### config.mk
export PLATFORM = sky130hd
export DESIGN_NAME = lsu
export DESIGN_NICKNAME = d
export VERILOG_FILES = /design/src/rtl/lsu.sv
export SDC_FILE = /design/constraint.sdc
export NUM_CORES = 1
export LEC_CHECK = 0
export BUFFER_PORTS_ARGS = -buffer_cell sky130_fd_sc_hd__buf_2
export CAP_MARGIN = 20
export CORE_ASPECT_RATIO = 2
export CORE_MARGIN = 10
export CORE_UTILIZATION = 52
export CTS_CLUSTER_DIAMETER = 120
export CTS_CLUSTER_SIZE = 28
export DETAILED_ROUTE_END_ITERATION = 8
export PLACE_DENSITY = 0.95
export SETUP_SLACK_MARGIN = 0.2
export SLEW_MARGIN = 5
export SYNTH_ARGS = -nofsm -noshare
export SYNTH_HDL_FRONTEND = slang
export SYNTH_SLANG_ARGS = --single-unit
export TNS_END_PERCENT = 50
### constraint.sdc
create_clock -name clk -period 3.05 [get_ports clk]
set_input_delay 0.305 -clock clk [delete_from_list [all_inputs] [get_ports clk]]
set_output_delay 0.305 -clock clk [all_outputs]
set_load 0.005 [all_outputs]
### src/rtl/lsu.sv
// lsu: single-outstanding load/store unit between execute and data memory.
// Accepts one request in IDLE, issues one word-aligned memory beat (MEM),
// then pulses a one-cycle response (RESP). Misaligned or illegal requests
// skip the memory and respond with an error.
//
// Ports:
//   clk, rst_n                 clock, async active-low reset
//   req_valid/req_ready        request handshake (ready only in IDLE)
//   req_write, req_funct3      store/load select, RV32 width/sign encoding
//   req_addr, req_wdata        effective byte address, store data
//   resp_valid                 one-cycle response pulse
//   resp_rdata, resp_error     extended load data (0 for stores/errors), error flag
//   mem_valid/mem_ready        single-beat memory handshake
//   mem_write, mem_addr        store select, word-aligned address
//   mem_wdata, mem_wstrb       lane-replicated store data, byte enables
//   mem_rdata                  read word, sampled on mem_valid && mem_ready
//
// state | meaning
// IDLE  | waiting for a request, req_ready high
// MEM   | memory beat outstanding, mem_* held stable
// RESP  | response pulse, returns to IDLE next cycle
module lsu #(
  parameter int DATA_WIDTH = 32
) (
  input  logic                      clk,
  input  logic                      rst_n,
  input  logic                      req_valid,
  output logic                      req_ready,
  input  logic                      req_write,
  input  logic [2:0]                req_funct3,
  input  logic [DATA_WIDTH-1:0]     req_addr,
  input  logic [DATA_WIDTH-1:0]     req_wdata,
  output logic                      resp_valid,
  output logic [DATA_WIDTH-1:0]     resp_rdata,
  output logic                      resp_error,
  output logic                      mem_valid,
  input  logic                      mem_ready,
  output logic                      mem_write,
  output logic [DATA_WIDTH-1:0]     mem_addr,
  output logic [DATA_WIDTH-1:0]     mem_wdata,
  output logic [DATA_WIDTH/8-1:0]   mem_wstrb,
  input  logic [DATA_WIDTH-1:0]     mem_rdata
);

  typedef enum logic [1:0] {IDLE, MEM, RESP} state_t;

  state_t state, state_next;

  logic                    write_q;
  logic [2:0]              funct3_q;
  logic [1:0]              offset_q;

  logic                    accept;
  logic                    illegal;
  logic                    misaligned;
  logic                    req_error;
  logic                    mem_done;
  logic [DATA_WIDTH-1:0]   store_data;
  logic [DATA_WIDTH/8-1:0] store_strb;
  logic [DATA_WIDTH-1:0]   shifted;
  logic [DATA_WIDTH-1:0]   load_data;

  always_ff @(posedge clk or negedge rst_n) begin
    if (!rst_n) state <= IDLE;
    else        state <= state_next;
  end

  always_comb begin
    state_next = state;
    accept     = (state == IDLE) && req_valid;
    mem_done   = (state == MEM) && mem_ready;

    // Stores only have the three unsigned-less widths; loads add LBU/LHU.
    case (req_funct3)
      3'b000, 3'b001, 3'b010: illegal = 1'b0;
      3'b100, 3'b101:         illegal = req_write;
      default:                illegal = 1'b1;
    endcase

    case (req_funct3[1:0])
      2'b01:   misaligned = req_addr[0];
      2'b10:   misaligned = |req_addr[1:0];
      default: misaligned = 1'b0;
    endcase
    req_error = illegal || misaligned;

    case (req_funct3[1:0])
      2'b00: begin
        store_data = {4{req_wdata[7:0]}};
        store_strb = 4'b0001 << req_addr[1:0];
      end
      2'b01: begin
        store_data = {2{req_wdata[15:0]}};
        store_strb = req_addr[1] ? 4'b1100 : 4'b0011;
      end
      default: begin
        store_data = req_wdata;
        store_strb = 4'b1111;
      end
    endcase

    shifted = mem_rdata >> {offset_q, 3'b000};
    case (funct3_q)
      3'b000:  load_data = {{24{shifted[7]}}, shifted[7:0]};
      3'b001:  load_data = {{16{shifted[15]}}, shifted[15:0]};
      3'b100:  load_data = {24'd0, shifted[7:0]};
      3'b101:  load_data = {16'd0, shifted[15:0]};
      default: load_data = shifted;
    endcase
    if (write_q) load_data = '0;

    case (state)
      IDLE:    if (accept) state_next = req_error ? RESP : MEM;
      MEM:     if (mem_done) state_next = RESP;
      RESP:    state_next = IDLE;
      default: state_next = IDLE;
    endcase
  end

  // All outputs are registered off state_next so they line up with the state.
  always_ff @(posedge clk or negedge rst_n) begin
    if (!rst_n) begin
      req_ready  <= 1'b0;
      resp_valid <= 1'b0;
      resp_error <= 1'b0;
      resp_rdata <= '0;
      mem_valid  <= 1'b0;
      mem_write  <= 1'b0;
      mem_addr   <= '0;
      mem_wdata  <= '0;
      mem_wstrb  <= '0;
      write_q    <= 1'b0;
      funct3_q   <= 3'b000;
      offset_q   <= 2'b00;
    end else begin
      req_ready  <= (state_next == IDLE);
      resp_valid <= (state_next == RESP);
      mem_valid  <= (state_next == MEM);
      resp_error <= accept && req_error;
      resp_rdata <= mem_done ? load_data : '0;
      if (accept) begin
        write_q  <= req_write;
        funct3_q <= req_funct3;
        offset_q <= req_addr[1:0];
        if (!req_error) begin
          mem_write <= req_write;
          mem_addr  <= {req_addr[DATA_WIDTH-1:2], 2'b00};
          mem_wdata <= store_data;
          mem_wstrb <= req_write ? store_strb : 4'b0000;
        end
      end
    end
  end

endmodule

### After elaboration in Yosys (flattened, before gate mapping)

Index checks and enable logic that the tools add are counted.

| cells by class | value |
|---|---|
| add/sub/neg operators | 0 |
| multiply operators | 0 |
| divide/modulo/power cells | 0 |
| $lt $le $gt $ge | 0 |
| equal/unequal tests | 12 |
| shifts and indexed selects | 2 |
| mux-type cells | 13 |
| bitwise logic cells | 1 |
| reductions and logical operators | 13 |

Operators by type and width:

| operator | number |
|---|---|
| $pmux 32 s4 | 1 |
| $mux 32 | 2 |
| $pmux 32 s2 | 1 |
| $shr 32x5->32 | 1 |
| $eq 3x3->1 const B | 4 |
| $mux 4 | 2 |
| $pmux 4 s2 | 1 |
| $eq 2x1->1 const B | 3 |
| $eq 3x1->1 const B | 2 |
| $logic_not 2->1 | 3 |
| $logic_not 3->1 | 2 |
| $mux 2 | 3 |
| $eq 2x2->1 const B | 2 |
| $pmux 1 s2 | 2 |
| $pmux 2 s2 | 1 |
| $reduce_or 2->1 | 2 |
| $shl 1x2->4 const A | 1 |
| $eq 3x2->1 const B | 1 |
| $logic_and 1x1->1 | 3 |
| $reduce_or 3->1 | 1 |
| $reduce_and 2->1 | 1 |
| $logic_or 1x1->1 | 1 |
| $not 1->1 | 1 |

| storage, ports and cells | value |
|---|---|
| register bits after elaboration | 111 |
| bits in latches | 0 |
| RAM bits | 0 |
| bits in read-only memories | 0 |
| input bits | 104 |
| output and inout bits | 105 |
| logic and storage cells | 54 |
| memories kept | 0 |

### Longest topological paths before layout

| depth | value |
|---|---|
| depth in word-level cells | 8 |
| depth in mapped cells | 9 |
| gate-level depth less buffers | 6 |

### Least setup slack after synthesis

No wires, ideal clock.

| path | value |
|---|---|
| kind | input port to flip-flop |
| from | input port req_funct3[1] |
| to | register mem_wdata[19] |
| library setup time | 0.127 ns |
| data arrival time | 1.877 ns |
| required time | 2.923 ns |
| slack | 1.045 ns |
| cell stages on the path | 9 |
| path buffers | 3 |
| path through | inv_1 > ha_1 > buf_2 > nor2_2 > o22a_1 > nor3b_4 > buf_6 > buf_6 > mux2_1 |

| between the ends | value |
|---|---|
| longest elaborated chain between the ends | 6 |
| elaborated cells between the ends (all ways) | 16 |
| classes of those cells | 6 x eq/ne; 3 x mux; 1 x bitwise; 6 x reduce/logical |

Ends and longest elaborated chain:

| item | RTL line | text |
|---|---|---|
| start: declaration | 30 | `input logic [2:0] req_funct3,` |
| $eq 3x1->1, or another cell as far along | 74 | `case (req_funct3)` |
| $reduce_or 3->1 or $reduce_or 2->1 (tied branches) | 74 |  |
| $pmux 1 s2 | 74 |  |
| $logic_or 1x1->1 | 85 | `req_error = illegal \|\| misaligned;` |
| $not 1->1 (no line) | n/a |  |
| $reduce_and 2->1 (no line) | n/a |  |
| end signal: assignment | 148 | `mem_wdata <= store_data;` |
| end: declaration | 40 | `output logic [DATA_WIDTH-1:0] mem_wdata,` |

Parallel ways exist; a longest one is shown, timed or not.
A chain may end at the register's enable or synchronous reset.

### Final worst setup path

| path | value |
|---|---|
| from | register offset_q[1] |
| to | register resp_rdata[17] |

| between the ends | value |
|---|---|
| longest elaborated chain between the ends | 4 |

Ends and longest elaborated chain:

| item | RTL line | text |
|---|---|---|
| start: declaration | 51 | `logic [1:0] offset_q;` |
| start signal: assignment | 144 | `offset_q <= req_addr[1:0];` |
| $shr 32x5->32 | 102 | `shifted = mem_rdata >> {offset_q, 3'b000};` |
| $pmux 32 s4 | 103 | `case (funct3_q)` |
| $mux 32 | 110 | `if (write_q) load_data = '0;` |
| $mux 32 | 140 | `resp_rdata <= mem_done ? load_data : '0;` |
| end signal: assignment | 140 |  |
| end: declaration | 34 | `output logic [DATA_WIDTH-1:0] resp_rdata,` |

Every way passes these cells.

==> results.sh <==
export IMPL_multi_input_comb_area_um2=1983
export IMPL_grtUsageTotal_pct=20.33
export IMPL_final_common_cell="buf_2"
export IMPL_grt_pass1_vias=4286
export IMPL_initial_core_util_pct=53.06
export IMPL_cp_data_arrival_time_ps=2320
export IMPL_nets=703
export IMPL_syn_cell_area_um2=4946
export IMPL_htree_num_levels=3
export IMPL_setup_tns_ps=0
export IMPL_p_leak_nw=3.267
export IMPL_criticalPathCategory="reg2reg"
export IMPL_finalClockSkew_ps=6.254
export IMPL_avgRoutedWirePerCell_um=20.44
export IMPL_crit_path_max_fanout=16
export IMPL_mostFrequentLayoutCells="buf_2 (205), dfrtp_1 (111), mux2_2 (71)"
export IMPL_synth_edf_count=0
export IMPL_io_pins=209
export IMPL_slew_headroom_pct=46.45
export IMPL_grt_ovfl_total=0
export IMPL_synth_warnings=0
export IMPL_fin_crit_sh_pct=70.31
export IMPL_area_growth_pct=28.38
export IMPL_ys_flop_type="dfrtp_1"
export IMPL_postRouteAntennaNets=0
export IMPL_clock_sinks=111
export IMPL_path_cells="mux4_2 -> or2_2 -> o211ai_2 -> o21ai_0"
export IMPL_setup_viol=0
export IMPL_core_um2=9321
export IMPL_drtPass1Iterations=4
export IMPL_avgSynthCellArea_um2=12.52
export IMPL_first_iter_violations=163
export IMPL_peakVddDrop_mv=0.4534
export IMPL_clock_path_buffers=2
export IMPL_routed_via_density=5.545
export IMPL_cp_slowest_cell="dfrtp_1"
export IMPL_ys_seq_area_share_pct=56.16
export IMPL_placementRows=50
export IMPL_die_area_um2=14050
export IMPL_finalCriticalPeriod_ps=2144
export IMPL_cts_tree="built"
export IMPL_synth_top_cell_by_area="dfrtp_1"
export IMPL_synth_seq_cells=111
export IMPL_startpoint_type="flip-flop"
export IMPL_path_clk_slew_ps=70
export IMPL_drt_total_wl_um=14430
export IMPL_gp_congestion=0.9554
export IMPL_fillCellCount=658
export IMPL_grt_max_degree=70
export IMPL_ys_top_cells_by_area="dfrtp_1 (56%), mux2_2 (16%), mux2i_1 (3.2%)"
export IMPL_grt_pass1_wl_um=21790
export IMPL_hp_class="in2reg"
export IMPL_drv_slew=0
export IMPL_fin_hold_ws_ps=155.9
export IMPL_drive_gt1_share_pct=51.91
export IMPL_clk_insertion_delay_late_ps=340
export IMPL_slowest_delay_ps=600
export IMPL_rsz0062_at_grt="false"
export IMPL_async_flop_share_pct=100.0
export IMPL_fp_dieH_um=157.9
export IMPL_cp_buffers_inverters=0
export IMPL_ys_types=40
export IMPL_status="finished clean"
export IMPL_postCtsHoldBufs=1
export IMPL_postSynthCellCount=395
export IMPL_critPathTopFamily="flip-flops"
export IMPL_portBuffers=206
export IMPL_num_vias=3915
export IMPL_cts_buffers=9
export IMPL_clock_root_buffer="clkbuf_16"
export IMPL_worst_pin_slew_ps=796.0
export IMPL_drc=0
export IMPL_die_w_um=88.96
export IMPL_cap_violations=0
export IMPL_antenna_found_initial=0
export IMPL_hpwlAfterDp_um=11520
export IMPL_power_density_nw_per_um2=781.8
export IMPL_synth_top_area_share_pct=56.16
export IMPL_crit_required_ps=3220
export IMPL_fmax_mhz=466.3
export IMPL_ff_latch_area_um2=2778
export IMPL_endpoint_kind="flip-flop"
export IMPL_cts_setup_buffers=0
export IMPL_ctsResizeCount=0
export IMPL_finalHoldViolations=0
[cells by family (layout without fill, tap and decap cells)]
logic type      count (synthesis)  after routing  synth area share, %
other cells                     1              3              0.07582
mux                            91             91                20.54
simple gates                   78             78                8.197
fa+ha+maj                       3              3               0.7590
compound gates                 74             74                10.45
flops                         111            111                56.16
buf+inv                        37            242                3.820
[flip-flops by register name, indices dropped and copies added, names as in the netlist, 2 cells and up]
name,flops
mem_wdata,32
resp_rdata,32
mem_addr,30
mem_wstrb,4
funct3_q,3
offset_q,2
state,2
[cell usage after synthesis, drive strengths merged (6+ instances only)]
library cell and number:
nor2 9, mux2i 16, a211oi 14, a22o 8, dfrtp 111, o21ai 16, mux2 74, inv 10
a21oi 8, buf 16, nand2 40, clkbuf 11, and2 6, a22oi 8, nor2b 11
[area by class of cell]
type	count	share of cell area [%]
diodes	1	0.03941
clock buffers	11	3.823
clock inverters	5	0.6305
inverters	10	0.5911
multi-input cells	248	31.23
flip-flops and latches	111	43.74
well taps	104	2.049
repair buffers	216	17.89
[worst paths after layout]
kind	start	end	slack, ps	cells past startpoint
worst max register to register	offset_q[1]	resp_rdata[17]	910	4
worst min register to register	mem_addr[13]	mem_addr[13]	500	1
worst max-delay path	offset_q[1]	resp_rdata[17]	910	4
min in group asynchronous	rst_n	mem_wdata[5]	510	2
max in group asynchronous	rst_n	mem_addr[19]	1780	3
worst min-delay path	req_valid	req_ready	160	2
[metrics by stage]
step	total power, W	setup WS [ps]	instances	util (%)	area [um^2]
floorplan	0.003076	1045	396	-	4950
global placement	0.003810	960.4	688	64.95	6055
detailed placement	0.003916	866.9	688	64.95	6055
CTS	0.005033	914.7	705	68.09	6347
global route	0.005275	792.8	705	68.09	6347
finish	0.004964	905.5	706	68.12	6350
[power breakdown]
part / leakage (nW) / internal [W] / switching [W]
Combinational: 1.75 / 0.000873 / 0.000765
Clock: 0.129 / 0.000583 / 0.000518
Sequential: 1.39 / 0.00195 / 0.000274
Total: 3.27 / 0.00341 / 0.00156
[layer usage]
layer  up-vias  part of all wire (%)  global-route usage, %
li1       1796                     -                      -
met5         -                     0                      0
met3        39                    10                  8.029
met4         0                   4.9                  12.80
met2       206                    52                  35.21
met1      1874                    32                  19.12
[worst reg2reg max path: stages (launching register included)]
cell,delay [ps]
dfrtp_1,600
mux4_2,590
or2_2,300
o211ai_2,260
o21ai_0,230
(Power assumes the default switching activity.)
